## src/rtl/mips_pkg.sv

```systemverilog
// Shared definitions for the multicycle MIPS controller: opcodes, functs, ALU codes,
// FSM state encoding, mux select encodings and the per-state control word decode.
// Pure declarations; no logic of its own.
package mips_pkg;

    typedef enum logic [3:0] {
        S_FETCH  = 4'd0,
        S_DECODE = 4'd1,
        S_MEMADR = 4'd2,
        S_MEMRD  = 4'd3,
        S_MEMWB  = 4'd4,
        S_MEMWR  = 4'd5,
        S_RTEX   = 4'd6,
        S_ALUWB  = 4'd7,
        S_BRANCH = 4'd8,
        S_ADDIEX = 4'd9,
        S_ADDIWB = 4'd10,
        S_JUMP   = 4'd11
    } state_t;

    localparam logic [5:0] OP_RTYPE = 6'b000000;
    localparam logic [5:0] OP_LW    = 6'b100011;
    localparam logic [5:0] OP_SW    = 6'b101011;
    localparam logic [5:0] OP_BEQ   = 6'b000100;
    localparam logic [5:0] OP_ADDI  = 6'b001000;
    localparam logic [5:0] OP_J     = 6'b000010;

    localparam logic [5:0] FN_ADD = 6'b100000;
    localparam logic [5:0] FN_SUB = 6'b100010;
    localparam logic [5:0] FN_AND = 6'b100100;
    localparam logic [5:0] FN_OR  = 6'b100101;
    localparam logic [5:0] FN_SLT = 6'b101010;

    localparam logic [2:0] ALU_AND = 3'b000;
    localparam logic [2:0] ALU_OR  = 3'b001;
    localparam logic [2:0] ALU_ADD = 3'b010;
    localparam logic [2:0] ALU_SUB = 3'b110;
    localparam logic [2:0] ALU_SLT = 3'b111;

    // Coarse ALU operation chosen by the FSM; FUNCT defers to the funct field.
    localparam logic [1:0] ALUOP_ADD   = 2'b00;
    localparam logic [1:0] ALUOP_SUB   = 2'b01;
    localparam logic [1:0] ALUOP_FUNCT = 2'b10;

    localparam logic [1:0] SRCB_REGB  = 2'b00;
    localparam logic [1:0] SRCB_FOUR  = 2'b01;
    localparam logic [1:0] SRCB_IMM   = 2'b10;
    localparam logic [1:0] SRCB_IMMSH = 2'b11;

    localparam logic [1:0] PCSRC_ALU    = 2'b00;
    localparam logic [1:0] PCSRC_ALUOUT = 2'b01;
    localparam logic [1:0] PCSRC_JUMP   = 2'b10;

    // Moore part of the control word. pcwrite/branch/fetch are qualifiers that the
    // top combines with zero and mem_ready to form pc_en and irwrite.
    typedef struct packed {
        logic       iord;
        logic       alusrca;
        logic [1:0] alusrcb;
        logic [1:0] pcsrc;
        logic       memtoreg;
        logic       regdst;
        logic       memwrite;
        logic       regwrite;
        logic       pcwrite;
        logic       branch;
        logic       fetch;
        logic [1:0] aluop;
    } ctrl_t;

    function automatic ctrl_t decode_state(input state_t s);
        ctrl_t c;
        c = '0;
        c.aluop = ALUOP_ADD;
        case (s)
            S_FETCH: begin
                c.alusrcb = SRCB_FOUR;
                c.fetch   = 1'b1;
            end
            S_DECODE: c.alusrcb = SRCB_IMMSH;
            S_MEMADR, S_ADDIEX: begin
                c.alusrca = 1'b1;
                c.alusrcb = SRCB_IMM;
            end
            S_MEMRD: c.iord = 1'b1;
            S_MEMWB: begin
                c.memtoreg = 1'b1;
                c.regwrite = 1'b1;
            end
            S_MEMWR: begin
                c.iord     = 1'b1;
                c.memwrite = 1'b1;
            end
            S_RTEX: begin
                c.alusrca = 1'b1;
                c.alusrcb = SRCB_REGB;
                c.aluop   = ALUOP_FUNCT;
            end
            S_ALUWB: begin
                c.regdst   = 1'b1;
                c.regwrite = 1'b1;
            end
            S_BRANCH: begin
                c.alusrca = 1'b1;
                c.alusrcb = SRCB_REGB;
                c.aluop   = ALUOP_SUB;
                c.pcsrc   = PCSRC_ALUOUT;
                c.branch  = 1'b1;
            end
            S_ADDIWB: c.regwrite = 1'b1;
            S_JUMP: begin
                c.pcsrc   = PCSRC_JUMP;
                c.pcwrite = 1'b1;
            end
            default: c.aluop = ALUOP_ADD;
        endcase
        return c;
    endfunction

endpackage

```

## src/rtl/alu_decoder.sv

```systemverilog
// ALU decoder: maps aluop/funct to the 3-bit ALU control code and flags legal functs.
// Latency: purely combinational.
// Backpressure: none; consumers sample it when they need it.
module alu_decoder
    import mips_pkg::*;
(
    input  logic [1:0] aluop,
    input  logic [5:0] funct,
    output logic [2:0] alucontrol,
    output logic       funct_legal
);

    logic [2:0] fn_code;

    // Funct-field lookup; the legal flag is independent of aluop so DECODE can use it.
    always_comb begin
        fn_code     = ALU_ADD;
        funct_legal = 1'b1;
        case (funct)
            FN_ADD:  fn_code = ALU_ADD;
            FN_SUB:  fn_code = ALU_SUB;
            FN_AND:  fn_code = ALU_AND;
            FN_OR:   fn_code = ALU_OR;
            FN_SLT:  fn_code = ALU_SLT;
            default: funct_legal = 1'b0;
        endcase
    end

    // Select between the FSM-forced operations and the funct-derived one.
    always_comb begin
        alucontrol = ALU_ADD;
        case (aluop)
            ALUOP_SUB:   alucontrol = ALU_SUB;
            ALUOP_FUNCT: alucontrol = fn_code;
            default:     alucontrol = ALU_ADD;
        endcase
    end

endmodule

```

## src/rtl/mips_multicycle_ctrl.sv

```systemverilog
// Multicycle MIPS main control FSM with retired-instruction counter.
// Latency: lw 5, sw 4, R-type/addi 4, beq/j 3 cycles with zero-wait memory.
// Backpressure: FETCH, MEMRD and MEMWR stall on mem_ready when MEM_HS=1.
module mips_multicycle_ctrl
    import mips_pkg::*;
#(
    parameter int CNT_W  = 32,
    parameter int MEM_HS = 1
) (
    input  logic             clk,
    input  logic             reset,
    input  logic [5:0]       opcode,
    input  logic [5:0]       funct,
    input  logic             zero,
    input  logic             mem_ready,
    output logic             iord,
    output logic             alusrca,
    output logic [1:0]       alusrcb,
    output logic [1:0]       pcsrc,
    output logic             memtoreg,
    output logic             regdst,
    output logic             irwrite,
    output logic             pc_en,
    output logic             memwrite,
    output logic             regwrite,
    output logic [2:0]       alucontrol,
    output logic             illegal_op,
    output logic [3:0]       state_dbg,
    output logic [CNT_W-1:0] retired
);

    state_t           state_q, state_d;
    ctrl_t            ctrl_q, ctrl_d;
    logic [2:0]       alucontrol_q, alucontrol_d;
    logic [CNT_W-1:0] retired_q, retired_d;
    logic             mem_ok;
    logic             funct_legal;
    logic             op_illegal;
    logic             retire;

    assign mem_ok = (MEM_HS != 0) ? mem_ready : 1'b1;

    // ALU code for the upcoming state; funct is stable since IR only loads in FETCH.
    alu_decoder u_alu_decoder (
        .aluop       (ctrl_d.aluop),
        .funct       (funct),
        .alucontrol  (alucontrol_d),
        .funct_legal (funct_legal)
    );

    // Opcode/funct legality, only meaningful while in DECODE.
    always_comb begin
        op_illegal = 1'b0;
        case (opcode)
            OP_LW, OP_SW, OP_BEQ, OP_ADDI, OP_J: op_illegal = 1'b0;
            OP_RTYPE: op_illegal = ~funct_legal;
            default:  op_illegal = 1'b1;
        endcase
    end

    // Next-state logic; unused codes fall back to FETCH.
    always_comb begin
        state_d = state_q;
        case (state_q)
            S_FETCH:  if (mem_ok) state_d = S_DECODE;
            S_DECODE: begin
                if (op_illegal) begin
                    state_d = S_FETCH;
                end else begin
                    case (opcode)
                        OP_LW, OP_SW: state_d = S_MEMADR;
                        OP_RTYPE:     state_d = S_RTEX;
                        OP_BEQ:       state_d = S_BRANCH;
                        OP_ADDI:      state_d = S_ADDIEX;
                        OP_J:         state_d = S_JUMP;
                        default:      state_d = S_FETCH;
                    endcase
                end
            end
            S_MEMADR: state_d = (opcode == OP_LW) ? S_MEMRD : S_MEMWR;
            S_MEMRD:  if (mem_ok) state_d = S_MEMWB;
            S_MEMWR:  if (mem_ok) state_d = S_FETCH;
            S_RTEX:   state_d = S_ALUWB;
            S_ADDIEX: state_d = S_ADDIWB;
            S_MEMWB, S_ALUWB, S_ADDIWB, S_BRANCH, S_JUMP: state_d = S_FETCH;
            default:  state_d = S_FETCH;
        endcase
    end

    // Control word for the next state, so the Moore outputs come straight from flops.
    always_comb begin
        ctrl_d = decode_state(state_d);
    end

    // An instruction retires on its final transition back into FETCH.
    always_comb begin
        retire = 1'b0;
        case (state_q)
            S_MEMWB, S_ALUWB, S_ADDIWB, S_BRANCH, S_JUMP: retire = 1'b1;
            S_MEMWR: retire = mem_ok;
            default: retire = 1'b0;
        endcase
        retired_d = retired_q + (retire ? {{(CNT_W-1){1'b0}}, 1'b1} : {CNT_W{1'b0}});
    end

    // FSM state, registered control word and counter; reset aborts any instruction.
    always_ff @(posedge clk or posedge reset) begin
        if (reset) begin
            state_q      <= S_FETCH;
            ctrl_q       <= decode_state(S_FETCH);
            alucontrol_q <= ALU_ADD;
            retired_q    <= '0;
        end else begin
            state_q      <= state_d;
            ctrl_q       <= ctrl_d;
            alucontrol_q <= alucontrol_d;
            retired_q    <= retired_d;
        end
    end

    assign iord       = ctrl_q.iord;
    assign alusrca    = ctrl_q.alusrca;
    assign alusrcb    = ctrl_q.alusrcb;
    assign pcsrc      = ctrl_q.pcsrc;
    assign memtoreg   = ctrl_q.memtoreg;
    assign regdst     = ctrl_q.regdst;
    assign memwrite   = ctrl_q.memwrite & ~reset;
    assign regwrite   = ctrl_q.regwrite & ~reset;
    assign alucontrol = alucontrol_q;
    assign state_dbg  = state_q;
    assign retired    = retired_q;

    // Handshake- and flag-dependent enables are gated by reset so nothing fires while held.
    assign irwrite    = ~reset & ctrl_q.fetch & mem_ok;
    assign pc_en      = ~reset & (ctrl_q.pcwrite | (ctrl_q.branch & zero) | (ctrl_q.fetch & mem_ok));
    assign illegal_op = ~reset & (state_q == S_DECODE) & op_illegal;

endmodule

```

## config.mk

```make
export PLATFORM = sky130hd
export DESIGN_NAME = mips_multicycle_ctrl
export DESIGN_NICKNAME = d
export VERILOG_FILES = /design/src/rtl/mips_pkg.sv /design/src/rtl/alu_decoder.sv /design/src/rtl/mips_multicycle_ctrl.sv
export SDC_FILE = /design/constraint.sdc
export NUM_CORES = 1
export LEC_CHECK = 0
export BUFFER_PORTS_ARGS = -buffer_cell sky130_fd_sc_hd__buf_4
export CELL_PAD_IN_SITES_DETAIL_PLACEMENT = 0
export CELL_PAD_IN_SITES_GLOBAL_PLACEMENT = 1
export CORE_ASPECT_RATIO = 2
export CORE_MARGIN = 2
export CORE_UTILIZATION = 43
export CTS_CLUSTER_SIZE = 30
export DETAILED_ROUTE_END_ITERATION = 12
export PLACE_DENSITY = 0.87
export SLEW_MARGIN = 15
export SYNTH_ARGS = -nofsm -noshare
export SYNTH_HDL_FRONTEND = slang
export SYNTH_HIERARCHICAL = 1
export SYNTH_SLANG_ARGS = --single-unit
```

## constraint.sdc

```tcl
create_clock -name clk -period 6.91 [get_ports clk]
set_clock_uncertainty 0.15 [all_clocks]
set_input_delay 1.7275 -clock clk [delete_from_list [all_inputs] [get_ports clk]]
set_output_delay 1.7275 -clock clk [all_outputs]
set_load 0.02 [all_outputs]
```

# Yosys cells after proc, flatten, opt, wreduce, memory -nomap -nowiden
# Cells that the tools add are included.
word_totals:
  out_inout_bits: 52
  wordCells: 98
  reg_bits: 52
classes:
  addsub: 1
  n_eq_ne: 34
  n_mux: 25
  n_reduce_logical: 11
  bitwise_logic: 13
op_table:
  columns: ["cell", "n"]
  rows:
  - ["== test 6 bit (second input constant)", 7]
  - ["adder 32 x 1 -> 32 bit", 1]
  - ["== test 4 x 3 -> 1 bit (second input constant)", 8]
  - ["== test 4 bit (second input constant)", 8]
  - ["case mux 4 bit (7 select lines)", 1]
  - ["case mux 4 bit (5 select lines)", 1]
  - ["== test 4 x 2 -> 1 bit (second input constant)", 4]
  - ["2-to-1 mux 4 bit", 4]
  - ["OR reduction 5 bit", 3]
  - ["case mux 3 bit (4 select lines)", 1]
  - ["2-to-1 mux 1 bit", 11]
  - ["AND 1 bit", 9]
  - ["== test 4 x 1 -> 1 bit (second input constant)", 2]
  - ["logical NOT 4 bit", 2]
  - ["case mux 2 bit (2 select lines)", 2]
  - ["== test 6 x 2 -> 1 bit (second input constant)", 1]
  - ["== test 6 x 3 -> 1 bit (second input constant)", 1]
  - ["== test 6 x 4 -> 1 bit (second input constant)", 1]
  - ["logical NOT 6 bit", 1]
  - ["case mux 2 bit (3 select lines)", 1]
  - ["case mux 3 bit (2 select lines)", 1]
  - ["OR reduction 2 bit", 3]
  - ["case mux 1 bit (2 select lines)", 2]
  - ["OR reduction 4 bit", 1]
  - ["other kinds (6)", 8]

# Logic depth before layout (Yosys ltp)
# Gate-level depths: netlist of the first run.
logic_depth:
  depth_word: 11
  depth_mapped: 13
  depth_no_buf: 12

# By module
# Netlist of the first run, hierarchy kept.
modules_own_cells:
  columns: ["mod", "seq_area_each_um2", "cells_each", "instances", "area_each_um2"]
  rows:
  - ["mips_multicycle_ctrl", 1280.0, 228, 1, 2447.3]
  - ["alu_decoder", 0.0, 18, 1, 167.7]

# Least setup slack after synthesis of the first run
# OpenSTA, ideal clock, no wires.
synth_path:
  path_type: "input-to-output"
  startpoint: "input opcode[1]"
  endpoint: "output illegal_op"
  slack_ps: 2075
  arrival_ps: 2958
  n_path_buf: 1
  cell_stages: 4
  required_time_ps: 5032
  path_cell_list: "clkbuf_1 nor4_1 a21oi_1 a211oi_1"
synth_via:
  elab_chain_cells: 4
  word_cells_on_any_way: 9
synth_lines:
  columns: ["element", "line", "text"]
  rows:
  - ["from (decl)", "mips_multicycle_ctrl.sv:12", "input logic [5:0] opcode,"]
  - ["== test 6 bit, or another cell as far along", "mips_multicycle_ctrl.sv:54", "case (opcode)"]
  - ["OR reduction 5 bit", "mips_multicycle_ctrl.sv:54", null]
  - ["case mux 1 bit (2 select lines) *", "mips_multicycle_ctrl.sv:54", null]
  - ["AND 1 bit *", "mips_multicycle_ctrl.sv:136", "assign illegal_op = ~reset & (state_q == S_DECODE) & op_illegal;"]
  - ["to (decl)", "mips_multicycle_ctrl.sv:27", "output logic illegal_op,"]
# Mark *: on every way between the ends. The rest lies on a longest branch, timed or not.

# Worst setup path after layout of the first run
layout_path:
  startpoint: "input funct[2]"
  endpoint: "output illegal_op"
layout_via:
  elab_chain_cells: 6
  word_cells_on_any_way: 10
layout_lines:
  columns: ["element", "line", "text"]
  rows:
  - ["from (decl)", "mips_multicycle_ctrl.sv:13", "input logic [5:0] funct,"]
  - ["== test 6 bit", "alu_decoder.sv:19", "case (funct)"]
  - ["OR reduction 5 bit (no line) *", null, null]
  - ["2-to-1 mux 1 bit *", "alu_decoder.sv:19", null]
  - ["net funct_legal", "mips_multicycle_ctrl.sv:37", "logic funct_legal;"]
  - ["NOT 1 bit *", "mips_multicycle_ctrl.sv:56", "OP_RTYPE: op_illegal = ~funct_legal;"]
  - ["case mux 1 bit (2 select lines) *", "mips_multicycle_ctrl.sv:54", null]
  - ["AND 1 bit *", "mips_multicycle_ctrl.sv:136", null]
# The timed path passes the listed nets; every way through them passes the cells marked *.

==> results of run 1 <==
==> through the flow <==
stage | instance area (µm²) | std cells | hold slack, ps | worst slack, ps | power [mW]
floorplan | 2615 | 246 | 432.4 | 2075 | 0.3848
global placement | 3112 | 363 | 312.5 | 2094 | 0.4206
detailed placement | 3112 | 363 | 330.4 | 2075 | 0.4219
CTS | 3263 | 371 | 343.4 | 2071 | 0.6672
global route | 3263 | 371 | 361.8 | 1938 | 0.6891
finish | 3263 | 371 | 333.6 | 2068 | 0.6602
==> power groups by stage <==
stage,Sequential [mW],Combinational [mW],Clock (mW)
after floorplan,0.338,0.0464,0
after global placement,0.333,0.0876,0
after detailed placement,0.333,0.0891,0
after CTS,0.327,0.0893,0.250
after global routing,0.329,0.0967,0.263
final,0.327,0.0877,0.245
==> layer usage <==
layer  vias to the layer above  track usage  part of all wire
met2                        64       0.3215              0.56
li1                        979            -                 -
met5                         -            0                 0
met3                        11      0.02486             0.035
met1                       952       0.1855              0.38
met4                         0      0.07879             0.028
==> placed cells by master (no fill, tap or decap), drive strengths merged, types with 9 or more instances in the layout <==
cell   synthesis  routed
buf           11      67
dfrtp         48      48
xnor2         26      26
nand3         17      17
nand2         15      15
nor2          13      13
nor3          13      13
inv           12      12
a21oi          9       9
==> sequential cells by signal (all words and copies together) (netlist names) <==
| signal | count |
|---|---|
| iord | 1 |
| retired | 32 |
| alusrcb | 2 |
| alucontrol | 3 |
| state_dbg | 4 |
| memtoreg | 1 |
| alusrca | 1 |
| regdst | 1 |
| ctrl_q | 4 |
| pcsrc | 2 |
==> how the worst max path moves through the flow <==
stage            endpoint
2_1_floorplan  illegal_op
3_5_place_dp   illegal_op
4_1_cts        illegal_op
3_3_place_gp   illegal_op
5_1_grt        illegal_op
6_report       illegal_op
==> kinds of logic after synthesis <==
group / count (synthesis)
and+or+nand+nor: 102
DFF: 51
xor gates and xnor gates: 32
AOI/OAI and AO/OA: 28
buffers and inverters: 25
adders and majority gates: 5
muxes: 3
==> final cells by class <==
cell class | instances | share of cell area
clock inverter | 1 | 0.002684
inverter | 12 | 0.01380
clock buffer | 7 | 0.04371
multi-input combinational | 170 | 0.3692
sequential | 51 | 0.3923
tap | 63 | 0.02416
timing repair buffer | 67 | 0.1541
==> synth_stat cells (2+ instances only) <==
library cell / n
nand3_1: 17
ha_1: 4
nor4_2: 2
nand2_1: 15
a21oi_1: 9
o21a_1: 2
and3_1: 6
o211ai_1: 2
clkbuf_1: 2
nand4_2: 2
nor3_1: 12
dfrtp_1: 48
xnor2_1: 26
and4_1: 3
nand4bb_1: 3
inv_1: 12
nand2b_1: 5
nand4_1: 5
o21ai_0: 2
buf_6: 2
nor2_1: 13
xor2_1: 6
nor2b_1: 2
a31oi_1: 2
dfstp_2: 3
buf_4: 4
or2_2: 3
mux2i_1: 2
buf_2: 5
==> worst reg2reg max path, stage by stage, from the launching register on <==
cell,delay (ps)
dfrtp_1,520
inv_1,160
nor2_1,80
o21a_1,190
nor3_1,150
ha_1,270
ha_1,270
nand3_1,200
nor4_2,620
nand3_1,180
xnor2_1,160
==> results_dict.tcl, run 1 <==
set metrics [dict create \
    outcome "finished clean" \
    hpwl_mm 4.271 \
    power.share.sequential 0.496 \
    critPathMostFrequentCell "buf_4" \
    synth.distinct_cells 56 \
    register_area_mm2 0.001280 \
    fin_util 0.5479 \
    clock_latency_ps 280 \
    p_sw_frac 0.2508 \
    first_pass_iters 6 \
    cts_tree "done" \
    critPathBufInv 2 \
    worstSetupStartpointType "primary input" \
    htree_levels 2 \
    multi_input_area_mm2 0.001205 \
    post_synth_main_area_contributors "dfrtp_1 46%, xnor2_1 8.7%, nand3_1 3.3%" \
    path_delay_family "compound AO/OA/AOI/OAI gates" \
    min_from "retired[31]" \
    grt_start_max_net_pins 52 \
    grt_pass1_wl_mm 8.956 \
    cts_resized 0 \
    ys_ff_latch 51 \
    r2r_cells 10 \
    yosys.area_share.adder 0.02297 \
    holdPathEnd "retired[31]" \
    cts_sinks 51 \
    syn_area_per_cell_um2 10.63 \
    crit_start "funct[2]" \
    relSlewSlack 0.3224 \
    synth.mux.area_fraction 0.01340 \
    cts.path.max_buffers 2 \
    cp-end-kind "output pin" \
    crit_arrival_ps 2960 \
    tightest_slew_ps 1015 \
    die_h_um 114.3 \
    pin_count 68 \
    synth_fp_nets 266 \
    vias 2006 \
    fin_crit_ps 4842 \
    drive_above_1_share 0.2987 \
    r2r_start "state_dbg[1]" \
    numCtsBuffers 5 \
    cp_num_cells 7 \
    p_leak_nw 1.566 \
    p_int_uw 494.6 \
    synth_ff_type "dfrtp_1" \
    cts-root-buf "clkbuf_16" \
    cts_hold_buf 0 \
    coreArea_mm2 0.005956 \
    ir_worst_vdd_uv 120.3 \
    nNetsFinal 327 \
    row_count 40 \
    fin_crit_sh 0.7007 \
    drtIter0Drc 76 \
    reg2reg_slack_ps 3870 \
    die_area_mm2 0.006759 \
    overflow 0 \
    syn_to_final_growth_pct 24.78 \
    ys_warn_count 6 \
    drv_slew 0 \
    diodes 0 \
    postSynthCellCount 246 \
    post_cts_buffers 0 \
    tns_ps 0 \
    yosys.area.top_type "dfrtp_1" \
    chipWidth_um 59.14 \
    port_buffers 67 \
    worstSetupPathType "primary input to output pin" \
    setup_violations 0 \
    combPwrFrac 0.133 \
    synth_enable_flop_cells 0 \
    synth.top_cell.area_share 0.4593 \
    timing.rr.end "retired[28]" \
    syn_area_mm2 0.002615 \
    critPathMaxFanout 5 \
    synth-xor-area-share 0.1072 \
    antenna_found_initial 0 \
    critPathSlowestCell "mux2_4" \
    synth_top_family_by_area "simple AND/OR/NAND/NOR gates" \
    hold_class "register to register" \
    gp_congestion 0.8151 \
    route.detailed.drc 0 \
    initial_core_util 0.4391 \
    fmax_mhz 206.5 \
    postRouteAntennaNets 0 \
    hold_depth 1 \
    routed_via_density 5.407 \
    first_global_vias 1933 \
    clkTransAtPathRegs_ps 60 \
    power.switching_uw 165.6 \
    synthArstFlopShare 1.000 \
    p_clk_frac 0.371 \
    synth_compound_area_frac 0.07368 \
    drv_cap 0 \
    rsz0062_at_grt "false" \
    drt_wl_total_mm 5.464 \
    cp.required_ps 5030 \
    hold_viol 0 \
    max_stage_delay_ps 300 \
    worstPathCellList "buf_4 -> mux2_4 -> nor4b_4 -> nor2_1 -> a21oi_1 -> a211oi_1 -> buf_4" \
    power.density_mw_per_mm2 202.3 \
    seq_area_frac_synth 0.4895 \
    post_drt_wl_per_cell_um 14.73 \
    synthSimpleGateAreaFrac 0.2435 \
    n_fill_cell 560 \
    track_usage 0.1739 \
]
Power figures use the tool's default switching activity.
==> run 2, diff against run 1 <==
Settings changed: CORE_UTILIZATION 43 to 40, PLACE_DENSITY 0.87 to 0.82.
Clock period 6.91 ns to 4.8 ns, I/O delays scaled along.
==> run 2 against run 1 <==
First-iteration DRC count increased by 18%. Clock power is 47% higher. Final cell count up 6.2%. Die area up 7.1%. Register-to-register slack got worse by 2100 ps. Sequential share of layout area down 0.34 points. Global-route usage is 0.43 points higher. Combinational power up 45%.
==> results_dict.tcl, run 2 (synthesis results as in run 1) <==
set metrics [dict create \
    place_ws_ps 985.5 \
    worstPathCellList "buf_4 -> mux2_4 -> nor4b_4 -> nor2_1 -> a21oi_1 -> a211oi_1 -> buf_4" \
    setup_violations 0 \
    p_int_uw 712.0 \
    outcome "finished clean" \
    rsz0062_at_grt "false" \
    tightest_slew_ps 1029 \
    final_common_cell "buf_4" \
    drt_wl_total_mm 5.827 \
    cts_resized 0 \
    p_sw_frac 0.2559 \
    post_drt_wl_per_cell_um 14.79 \
    p_leak_nw 1.566 \
    drv_slew 0 \
    placedCellCount 386 \
    coreArea_mm2 0.006310 \
    hpwl_mm 4.548 \
    worstSetupStartpointType "primary input" \
    largest_reg_flops 32 \
    nNetsFinal 327 \
    initial_core_util 0.4144 \
    power.switching_uw 244.9 \
    drtIter0Drc 90 \
    track_usage 0.1781 \
    die_area_mm2 0.007240 \
    max_stage_delay_ps 300 \
    worstSetupPathType "primary input to output pin" \
    power.density_mw_per_mm2 290.7 \
    row_count 41 \
    pin_count 68 \
    hold_class "register to register" \
    clkTransAtPathRegs_ps 60 \
    cts_tree "done" \
    grt_pass1_wl_mm 9.887 \
    vias 2021 \
    grt_start_max_net_pins 52 \
    cts.path.max_buffers 2 \
    fin_crit_ps 3788 \
    syn_to_final_growth_pct 25.89 \
    cts_sinks 51 \
    tns_ps 0 \
    hold_depth 1 \
    p_clk_frac 0.376 \
    power.share.sequential 0.492 \
    numCtsBuffers 5 \
    route.detailed.drc 0 \
    critPathMostFrequentCell "buf_4" \
    cp-end-kind "output pin" \
    cp.required_ps 3450 \
    diodes 0 \
    r2r_cells 10 \
    ir_worst_vdd_uv 176.3 \
    antenna_found_initial 0 \
    final-instance-count-excl-fill 394 \
    first_global_vias 2101 \
    gp_congestion 0.8119 \
    drive_above_1_share 0.2987 \
    overflow 0 \
    relSlewSlack 0.3132 \
    drv_cap 0 \
    first_pass_iters 4 \
    finalPower_uw 956.9 \
    postRouteAntennaNets 0 \
    critPathSlowestCell "mux2_4" \
    post_cts_buffers 0 \
    hold_viol 0 \
    fmax_mhz 264.0 \
    fin_crit_sh 0.7892 \
    final_cell_mix "67 x buf_4, 48 x dfrtp_1, 26 x xnor2_1" \
    combPwrFrac 0.132 \
    crit_arrival_ps 2440 \
    clock_latency_ps 290 \
    cts-root-buf "clkbuf_16" \
    port_buffers 67 \
    cts_hold_buf 0 \
    critPathMaxFanout 5 \
    routed_via_density 5.129 \
    htree_levels 2 \
    layout_setup_ws_ps 1012 \
    die_h_um 118.3 \
    chipWidth_um 61.18 \
]
-- run 2: cell counts in the layout (fill, tap and decap cells not counted) --
Identical to the previous run, type by type.
-- run 2: worst max-delay path, delay by kind of cell --
kind	cells	cell delay (ps)
and+or+nand+nor	2	310
buffers and inverters	2	300
muxes	1	300
AOI/OAI and AO/OA	2	320
-- run 2: stage by stage --
step / utilization / hold slack (ps) / instance area (µm²)
2_1_floorplan: - / 432.4 / 2615
3_3_place_gp: 0.4977 / 313.9 / 3141
3_5_place_dp: 0.4977 / 318.4 / 3141
4_1_cts: 0.5217 / 326.5 / 3292
5_1_grt: 0.5217 / 352.3 / 3292
6_report: 0.5217 / 320.4 / 3292
-- run 2: final timing paths --
kind,startpoint,to,slack (ps)
min,retired[31],retired[31],320
min reg2reg,retired[31],retired[31],320
max in group asynchronous,reset,retired[7],2810
max reg2reg,state_dbg[1],retired[28],1740
min in group asynchronous,reset,retired[10],1060
max,funct[2],illegal_op,1010
-- run 2: cell type report --
| cell class | instances | area [µm²] |
|---|---|---|
| inverters | 12 | 45.04 |
| repair buffers | 67 | 503.0 |
| multi-input cells | 170 | 1205 |
| fillers | 617 | 3018 |
| clock inverters | 1 | 8.758 |
| clock buffers | 7 | 142.6 |
| flip-flops and latches | 51 | 1280 |
| well taps | 86 | 107.6 |
-- run 2: power by group through the flow --
stage / clock network, mW / logic (mW) / registers [mW]
after floorplan: 0 / 0.0668 / 0.487
after global placement: 0 / 0.126 / 0.480
after detailed placement: 0 / 0.129 / 0.479
after CTS: 0.367 / 0.129 / 0.471
after global routing: 0.383 / 0.140 / 0.474
final: 0.359 / 0.127 / 0.471
-- run 2: layer usage --
layer	vias to the layer above	GRT usage	wire length (µm)
li1	979	-	-
met1	969	0.1914	2118
met4	0	0.07065	170
met3	11	0.03282	294
met2	62	0.3205	3244
met5	-	0	0
